--- src/rtl/pipeline_ctrl.sv ---
// pipeline_ctrl: stall/flush controller for the 5-stage LC-3b pipeline.
// Generates the register loads, the NOP-insert strobes and the PC mux select.
// Sequences a redirect that arrives while an I-cache fetch is still in flight.
// Keeps saturating performance counters.
module pipeline_ctrl #(
  parameter int CNT_W = 32
) (
  input  logic             clk,
  input  logic             rst_n,
  input  logic             bubble_enable,
  input  logic             icache_req,
  input  logic             icache_resp,
  input  logic             dcache_req,
  input  logic             dcache_resp,
  input  logic             branch_taken,
  input  logic             clear_counters,
  output logic             load_pc,
  output logic [1:0]       pc_sel,
  output logic             save_target,
  output logic             load_if_id,
  output logic             load_id_ex,
  output logic             load_ex_mem,
  output logic             load_mem_wb,
  output logic             flush_if_id,
  output logic             flush_id_ex,
  output logic             flush_ex_mem,
  output logic [CNT_W-1:0] stall_cycles,
  output logic [CNT_W-1:0] bubble_count,
  output logic [CNT_W-1:0] flush_count
);

  typedef enum logic {RUN, DRAIN} state_t;

  state_t state, state_nxt;
  logic   mem_stall, fetch_stall;
  logic   inc_stall, inc_bubble, inc_flush;

  assign mem_stall   = dcache_req & ~dcache_resp;
  assign fetch_stall = icache_req & ~icache_resp;

  // State register; DRAIN covers a redirect waiting on a wrong-path fetch.
  always_ff @(posedge clk or negedge rst_n) begin
    if (!rst_n) state <= RUN;
    else        state <= state_nxt;
  end

  // Next-state and control outputs; all controls are forced low during reset.
  always_comb begin
    state_nxt    = state;
    load_pc      = 1'b0;
    pc_sel       = 2'b00;
    save_target  = 1'b0;
    load_if_id   = 1'b0;
    load_id_ex   = 1'b0;
    load_ex_mem  = 1'b0;
    load_mem_wb  = 1'b0;
    flush_if_id  = 1'b0;
    flush_id_ex  = 1'b0;
    flush_ex_mem = 1'b0;
    inc_bubble   = 1'b0;
    inc_flush    = 1'b0;
    case (state)
      RUN: begin
        if (mem_stall) begin
          // whole pipe freezes
        end else if (branch_taken) begin
          inc_flush    = 1'b1;
          load_if_id   = 1'b1;
          load_id_ex   = 1'b1;
          load_ex_mem  = 1'b1;
          load_mem_wb  = 1'b1;
          flush_if_id  = 1'b1;
          flush_id_ex  = 1'b1;
          flush_ex_mem = 1'b1;
          if (!fetch_stall) begin
            load_pc = 1'b1;
            pc_sel  = 2'b01;
          end else begin
            // Fetch can't be aborted: park the target and redirect later.
            save_target = 1'b1;
            state_nxt   = DRAIN;
          end
        end else if (bubble_enable) begin
          inc_bubble  = 1'b1;
          load_id_ex  = 1'b1;
          flush_id_ex = 1'b1;
          load_ex_mem = 1'b1;
          load_mem_wb = 1'b1;
        end else if (fetch_stall) begin
          load_if_id  = 1'b1;
          flush_if_id = 1'b1;
          load_id_ex  = 1'b1;
          load_ex_mem = 1'b1;
          load_mem_wb = 1'b1;
        end else begin
          load_pc     = 1'b1;
          load_if_id  = 1'b1;
          load_id_ex  = 1'b1;
          load_ex_mem = 1'b1;
          load_mem_wb = 1'b1;
        end
      end
      DRAIN: begin
        // Younger stages already hold NOPs, so branch/bubble are ignored.
        load_id_ex  = ~mem_stall;
        load_ex_mem = ~mem_stall;
        load_mem_wb = ~mem_stall;
        load_if_id  = ~mem_stall;
        flush_if_id = 1'b1;
        if (icache_resp) begin
          // Wrong-path word is discarded; PC takes the saved redirect.
          load_pc   = 1'b1;
          pc_sel    = 2'b10;
          state_nxt = RUN;
        end
      end
      default: state_nxt = RUN;
    endcase
    if (!rst_n) begin
      load_pc      = 1'b0;
      pc_sel       = 2'b00;
      save_target  = 1'b0;
      load_if_id   = 1'b0;
      load_id_ex   = 1'b0;
      load_ex_mem  = 1'b0;
      load_mem_wb  = 1'b0;
      flush_if_id  = 1'b0;
      flush_id_ex  = 1'b0;
      flush_ex_mem = 1'b0;
    end
  end

  assign inc_stall = mem_stall | (fetch_stall & (state == RUN));

  function automatic logic [CNT_W-1:0] sat_inc(input logic [CNT_W-1:0] v);
    return (&v) ? v : v + 1'b1;
  endfunction

  // Performance counters: saturate at all-ones; clear wins over increment.
  always_ff @(posedge clk or negedge rst_n) begin
    if (!rst_n) begin
      stall_cycles <= '0;
      bubble_count <= '0;
      flush_count  <= '0;
    end else if (clear_counters) begin
      stall_cycles <= '0;
      bubble_count <= '0;
      flush_count  <= '0;
    end else begin
      if (inc_stall)  stall_cycles <= sat_inc(stall_cycles);
      if (inc_bubble) bubble_count <= sat_inc(bubble_count);
      if (inc_flush)  flush_count  <= sat_inc(flush_count);
    end
  end

endmodule

--- config.mk ---
export PLATFORM = sky130hd
export DESIGN_NAME = pipeline_ctrl
export DESIGN_NICKNAME = d
export VERILOG_FILES = /design/src/rtl/pipeline_ctrl.sv
export SDC_FILE = /design/constraint.sdc
export NUM_CORES = 1
export LEC_CHECK = 0
export CELL_PAD_IN_SITES_DETAIL_PLACEMENT = 1
export CELL_PAD_IN_SITES_GLOBAL_PLACEMENT = 1
export CORE_MARGIN = 4
export CORE_UTILIZATION = 30
export CTS_BUF_LIST = sky130_fd_sc_hd__clkbuf_2
export DETAILED_ROUTE_END_ITERATION = 10
export PLACE_DENSITY_LB_ADDON = 0.12
export SLEW_MARGIN = 20
export SYNTH_ARGS = -nofsm -noshare
export SYNTH_HDL_FRONTEND = slang
export SYNTH_SLANG_ARGS = --single-unit
--- constraint.sdc ---
create_clock -name clk -period 5.5 [get_ports clk]
set_input_delay 0.55 -clock clk [delete_from_list [all_inputs] [get_ports clk]]
set_output_delay 0.55 -clock clk [all_outputs]
set_load 0.005 [all_outputs]
==> impl_metrics.tcl, run 1 <==
set metrics [dict create \
    cp.required_ns 4.95 \
    ys_types 55 \
    drive_above_1_share_pct 7.35 \
    cp_max_fo 64 \
    dp_hpwl_microns 12900 \
    relSlewSlack_pct 40.7 \
    root_buffer "clkbuf_2" \
    worstSetupStartpointType "input port" \
    cts_buffer_depth 2 \
    fin_setup_tns_ns 0 \
    synth-edff-count 0 \
    die_h_microns 145 \
    die_x_microns 145 \
    maxSlewViolCount 0 \
    cts_sinks 97 \
    start_util_pct 30.9 \
    firstDrtPassIters 4 \
    min_period_ns 3.22 \
    synth_top_area_share_pct 43.1 \
    r2r.worst_path.cells 7 \
    crit_path_end_kind "output pin" \
    hold_class "in2reg" \
    wl_per_cell_microns 18.8 \
    worst_slew_pin_slew_ns 0.889 \
    cp_slowest_stage_delay_ns 0.68 \
    path_clk_slew_ns 0.28 \
    r2r_end "flush_count[10]" \
    setup_violations 0 \
    ys_seq_area_share_pct 43.1 \
    rsz0062_at_grt "no" \
    hold_path.startpoint "clear_counters" \
    ant_nets 0 \
    wl_microns 18200 \
    p_int_mw 0.851 \
    via_count 5474 \
    crit_chain "dlygate4sd3_1 -> buf_4 -> nand2_1 -> nor3_1 -> clkdlybuf4s50_1" \
    drtIter0Drc 237 \
    synth_nets 643 \
    powerDensity_nw_per_um2 165 \
    p_comb_share_pct 7.7 \
    ioPinCount 116 \
    io_buffer_count 115 \
    postSynthAreaPerCell_sq_um 8.92 \
    insertion_delay_ns 0.61 \
    fin_total_pwr_mw 1.17 \
    track_usage_pct 17.2 \
    syn_inst 631 \
    min_to "flush_count[22]" \
    ir_worst_vdd_mv 0.107 \
    yosys_warnings 0 \
    p_seq_share_pct 62.1 \
    swShare_pct 27.3 \
    place_congestion 0.789 \
    max_freq_ghz 0.311 \
    synth.area.top_cells "dfrtp_1 43%, a21oi_1 5.6%, or3_1 4.9%" \
    cap_violations 0 \
    cp.arrival_ns 2.67 \
    period_share_pct 58.5 \
    r2r-start "flush_count[0]" \
    vias_per_cell 5.67 \
    status "finished clean" \
    drc 0 \
    netlist_area_sq_um 5630 \
    area_growth_pct 25.8 \
    synth_area_leader_cell "dfrtp_1" \
    p_clk_share_pct 30.3 \
    grt_max_degree 65 \
    worst-setup-path-type "in2out" \
    synth_ff_type "dfrtp_1" \
    tritoncts "done" \
    htree_levels 3 \
    skew_ns 0.0301 \
    reg2reg_slack_ns 2.63 \
    dieArea_sq_um 21000 \
    ys_ff_latch 97 \
    overflow 0 \
    grt_pass1_wl_microns 30400 \
    slowest_stage "buf_4" \
    net-switching-power_mw 0.320 \
    antenna_found_initial 1 \
    core_area_sq_um 18200 \
    hold_depth 2 \
    first_global_vias 5844 \
    rows 49 \
    cts_inserted_buffers 9 \
    p_leak_nw 2.53 \
    hold_viol 0 \
    nNetsFinal 743 \
    async_flop_share_pct 100 \
]
==> cell usage in the layout, fill, tap and decap left out, types with 3 or more instances in the layout <==
| cell type | count |
|---|---|
| a211oi_1 | 3 |
| a21oi_1 | 63 |
| a31oi_1 | 4 |
| and2_1 | 5 |
| and3_1 | 12 |
| and4_1 | 10 |
| buf_4 | 8 |
| clkbuf_2 | 10 |
| clkdlybuf4s50_1 | 113 |
| dfrtp_1 | 97 |
| ha_1 | 3 |
| inv_1 | 6 |
| mux2_2 | 13 |
| nand2_1 | 40 |
| nand2b_1 | 7 |
| nand3_1 | 29 |
| nand4_1 | 31 |
| nor2_1 | 46 |
| nor2b_1 | 16 |
| nor3_1 | 14 |
| nor4_1 | 15 |
| nor4b_1 | 4 |
| o211ai_1 | 3 |
| o21ai_0 | 42 |
| o31ai_1 | 19 |
| or3_1 | 44 |
| or4_1 | 20 |
| xnor2_1 | 15 |
==> cell type report <==
| type | instances | area [sq um] |
|---|---|---|
| multi-input combinational | 495 | 3040 |
| inverter | 6 | 22.5 |
| timing repair buffer | 122 | 1200 |
| clock inverter | 5 | 47.5 |
| clock buffer | 10 | 50.0 |
| sequential | 97 | 2430 |
| antenna | 1 | 2.50 |
| tap | 229 | 287 |
| fill | 2106 | 11100 |
==> synthesized netlist by cell type, types with 5 or more instances <==
cell type,count
nor3_1,14
clkbuf_1,25
nand3_1,29
or3_1,44
dfrtp_1,97
o31ai_1,19
or4_1,20
inv_1,6
o21ai_0,42
mux2_2,13
and3_1,12
nor4_1,15
and4_1,10
nand4_1,31
nor2b_1,16
nand2_1,40
a21oi_1,63
nand2b_1,7
nor2_1,46
and2_1,5
xnor2_1,15
==> worst max path at each step <==
stage          cells after the start        start  slack (ns)              end
2_1_floorplan                      6  dcache_resp        3.11      save_target
3_3_place_gp                       6  dcache_resp        2.23  flush_count[30]
3_5_place_dp                       6  dcache_resp        2.15  flush_count[30]
4_1_cts                            5        rst_n        2.20      flush_id_ex
5_1_grt                            5        rst_n        2.04      flush_id_ex
6_report                           5        rst_n        2.28      flush_id_ex
==> flip-flops by register name (all words and copies together), names as in the netlist <==
signal and flops:
stall_cycles 32, bubble_count 32, flush_count 32, state 1
==> cell families after synthesis <==
| group | count (synthesis) | synth area share, % |
|---|---|---|
| buffers and inverters | 39 | 3.09 |
| AOI/OAI and AO/OA | 147 | 15.0 |
| DFF | 97 | 43.1 |
| adders and majority gates | 3 | 0.667 |
| xor gates and xnor gates | 17 | 2.65 |
| muxes | 15 | 2.96 |
| and+or+nand+nor | 313 | 32.5 |
==> timing repair <==
item                                   CTS  global route
buffers inserted                         0             0
resized for setup                        0             0
hold buffers                             1             0
endpoints found under the hold margin   16             0
==> power by group through the flow <==
stage	combinational (mW)	clock (mW)	sequential [mW]
after floorplan	0.0414	0	0.735
after global placement	0.0892	0	0.738
after detailed placement	0.0916	0	0.738
after CTS	0.0924	0.373	0.727
after global routing	0.100	0.402	0.729
final	0.0898	0.355	0.727
==> stage by stage <==
step	area [sq um]	util, %	hold slack, ns	worst slack, ns	std cells
6_report	7080	38.9	0.471	2.28	965
5_1_grt	7080	38.9	0.452	2.04	965
4_1_cts	7070	38.8	0.438	2.20	964
3_5_place_dp	6960	38.2	0.580	2.15	948
3_3_place_gp	6960	38.2	0.558	2.23	948
2_1_floorplan	5630	-	0.254	3.11	631
==> critical path: cells and delay by family <==
family | cells | cell delay, ns
and+or+nand+nor | 2 | 0.36
buffers and inverters | 3 | 1.74
==> per-layer routing <==
layer	GRT usage [%]	up-vias	share of wire (%)
met5	0	-	0
met2	30.3	101	50
met3	2.78	15	3.0
met4	4.80	0	1.2
met1	21.8	2781	46
li1	-	2577	-
(Power assumes the default switching activity.)
==> run 2, diff against run 1 <==
==> constraint.sdc (replaced) <==
create_clock -name clk -period 2.8 [get_ports clk]
set_input_delay 0.28 -clock clk [delete_from_list [all_inputs] [get_ports clk]]
set_output_delay 0.28 -clock clk [all_outputs]
set_load 0.005 [all_outputs]
==> impl_metrics.tcl, run 2 (synthesis results as in run 1) <==
set metrics [dict create \
    status "finished clean" \
    skew_ns 0.0461 \
    r2r_end "flush_count[4]" \
    worst-setup-path-type "reg2out" \
    drive_above_1_share_pct 9.54 \
    fin_util_pct 39.7 \
    worst_slew_pin_slew_ns 0.851 \
    dp_hpwl_microns 13300 \
    crit_path_end_kind "output pin" \
    fin_setup_tns_ns 0 \
    ant_nets 0 \
    io_buffer_count 115 \
    grt_max_degree 76 \
    nNetsFinal 764 \
    min_period_ns 2.55 \
    relSlewSlack_pct 43.3 \
    wl_per_cell_microns 18.5 \
    die_x_microns 145 \
    hold_viol 0 \
    hold_buffers 1 \
    reg2reg_slack_ns 0.29 \
    powerDensity_nw_per_um2 318 \
    place_congestion 0.746 \
    max_freq_ghz 0.391 \
    drtIter0Drc 270 \
    cts_sinks 97 \
    setup_violations 0 \
    dieArea_sq_um 21000 \
    tritoncts "done" \
    r2r.worst_path.cells 6 \
    grt_pass1_wl_microns 30600 \
    ioPinCount 116 \
    rsz0062_at_grt "no" \
    ir_worst_vdd_mv 0.156 \
    path_clk_slew_ns 0.29 \
    insertion_delay_ns 0.59 \
    ctsResizeCount 0 \
    drc 0 \
    track_usage_pct 17.2 \
    r2r-start "flush_count[14]" \
    die_h_microns 145 \
    root_buffer "clkbuf_2" \
    cp.arrival_ns 2.27 \
    worstSetupStartpointType "flop" \
    final_cell_mix "113 x clkdlybuf4s50_1, 97 x dfrtp_1, 63 x a21oi_1, 46 x nor2_1, 44 x or3_1" \
    cap_violations 0 \
    antenna_found_initial 1 \
    cp.required_ns 2.52 \
    first_global_vias 5845 \
    period_share_pct 91.2 \
    maxSlewViolCount 0 \
    firstDrtPassIters 4 \
    start_util_pct 30.9 \
    post_cts_buffers 0 \
    hold_class "in2async" \
    largestRegisters "bubble_count x32, flush_count x32, stall_cycles x32" \
    rows 49 \
    cp_max_fo 11 \
    htree_levels 3 \
    cts_inserted_buffers 9 \
    wl_microns 18200 \
    overflow 0 \
    vias_per_cell 5.61 \
    final_common_cell "clkdlybuf4s50_1" \
    cts_buffer_depth 2 \
    core_area_sq_um 18200 \
    p_leak_nw 2.63 \
    via_count 5523 \
    area_growth_pct 28.4 \
]
run 2: cell types whose count changed in the layout (fill, tap and decap cells not counted), sizes merged:
| cell | before | now |
|---|---|---|
| clkinv | 4 | 3 |
| clkbuf | 10 | 9 |
| clkinvlp | 0 | 1 |
| buf | 8 | 29 |
run 2: metrics by stage:
stage          cells  setup slack [ns]  area (sq um)  power [mW]  hold slack (ns)
6_report         985             0.246          7230        2.30            0.107
5_1_grt          985            0.0337          7230        2.41            0.107
4_1_cts          984             0.157          7230        2.34           0.0785
3_5_place_dp     969            0.0562          7120        1.65            0.255
3_3_place_gp     969             0.159          7120        1.64            0.250
2_1_floorplan    631             0.614          5630        1.53          -0.0156
run 2: cell type report:
type,count,area [sq um]
Antenna cell,1,2.50
Clock buffer,9,45.0
Clock inverter,5,48.8
Fill cell,2109,11000
Inverter,6,22.5
Multi-Input combinational cell,495,3040
Sequential cell,97,2430
Tap cell,229,287
Timing Repair Buffer,143,1360
run 2: worst max path at each step:
stage / start / end / slack [ns] / cells past startpoint
2_1_floorplan: flush_count[0] / flush_count[26] / 0.61 / 7
3_3_place_gp: dcache_resp / flush_count[20] / 0.16 / 7
3_5_place_dp: branch_taken / flush_count[26] / 0.06 / 7
4_1_cts: state / save_target / 0.16 / 5
5_1_grt: state / save_target / 0.03 / 5
6_report: state / save_target / 0.25 / 5
run 2: critical path, stage by stage, from the launching register on:
cell	delay, ns
dfrtp_1	0.56
nor3_2	0.19
buf_4	0.23
nand2_1	0.10
nor2_1	0.12
clkdlybuf4s50_1	0.51
run 2: power by group:
group / internal (mW) / switching, mW
sequential: 1.41 / 0.0126
clock: 0.187 / 0.491
combinational: 0.0781 / 0.118
run 2: per-layer routing:
metal	part of all wire [%]	vias up	GRT usage (%)	routed length, microns
met5	0	-	0	0
met4	0.99	0	4.51	180
met1	46	2805	22.4	8450
li1	-	2620	-	-
met3	2.8	12	2.71	504
met2	50	86	29.9	9100
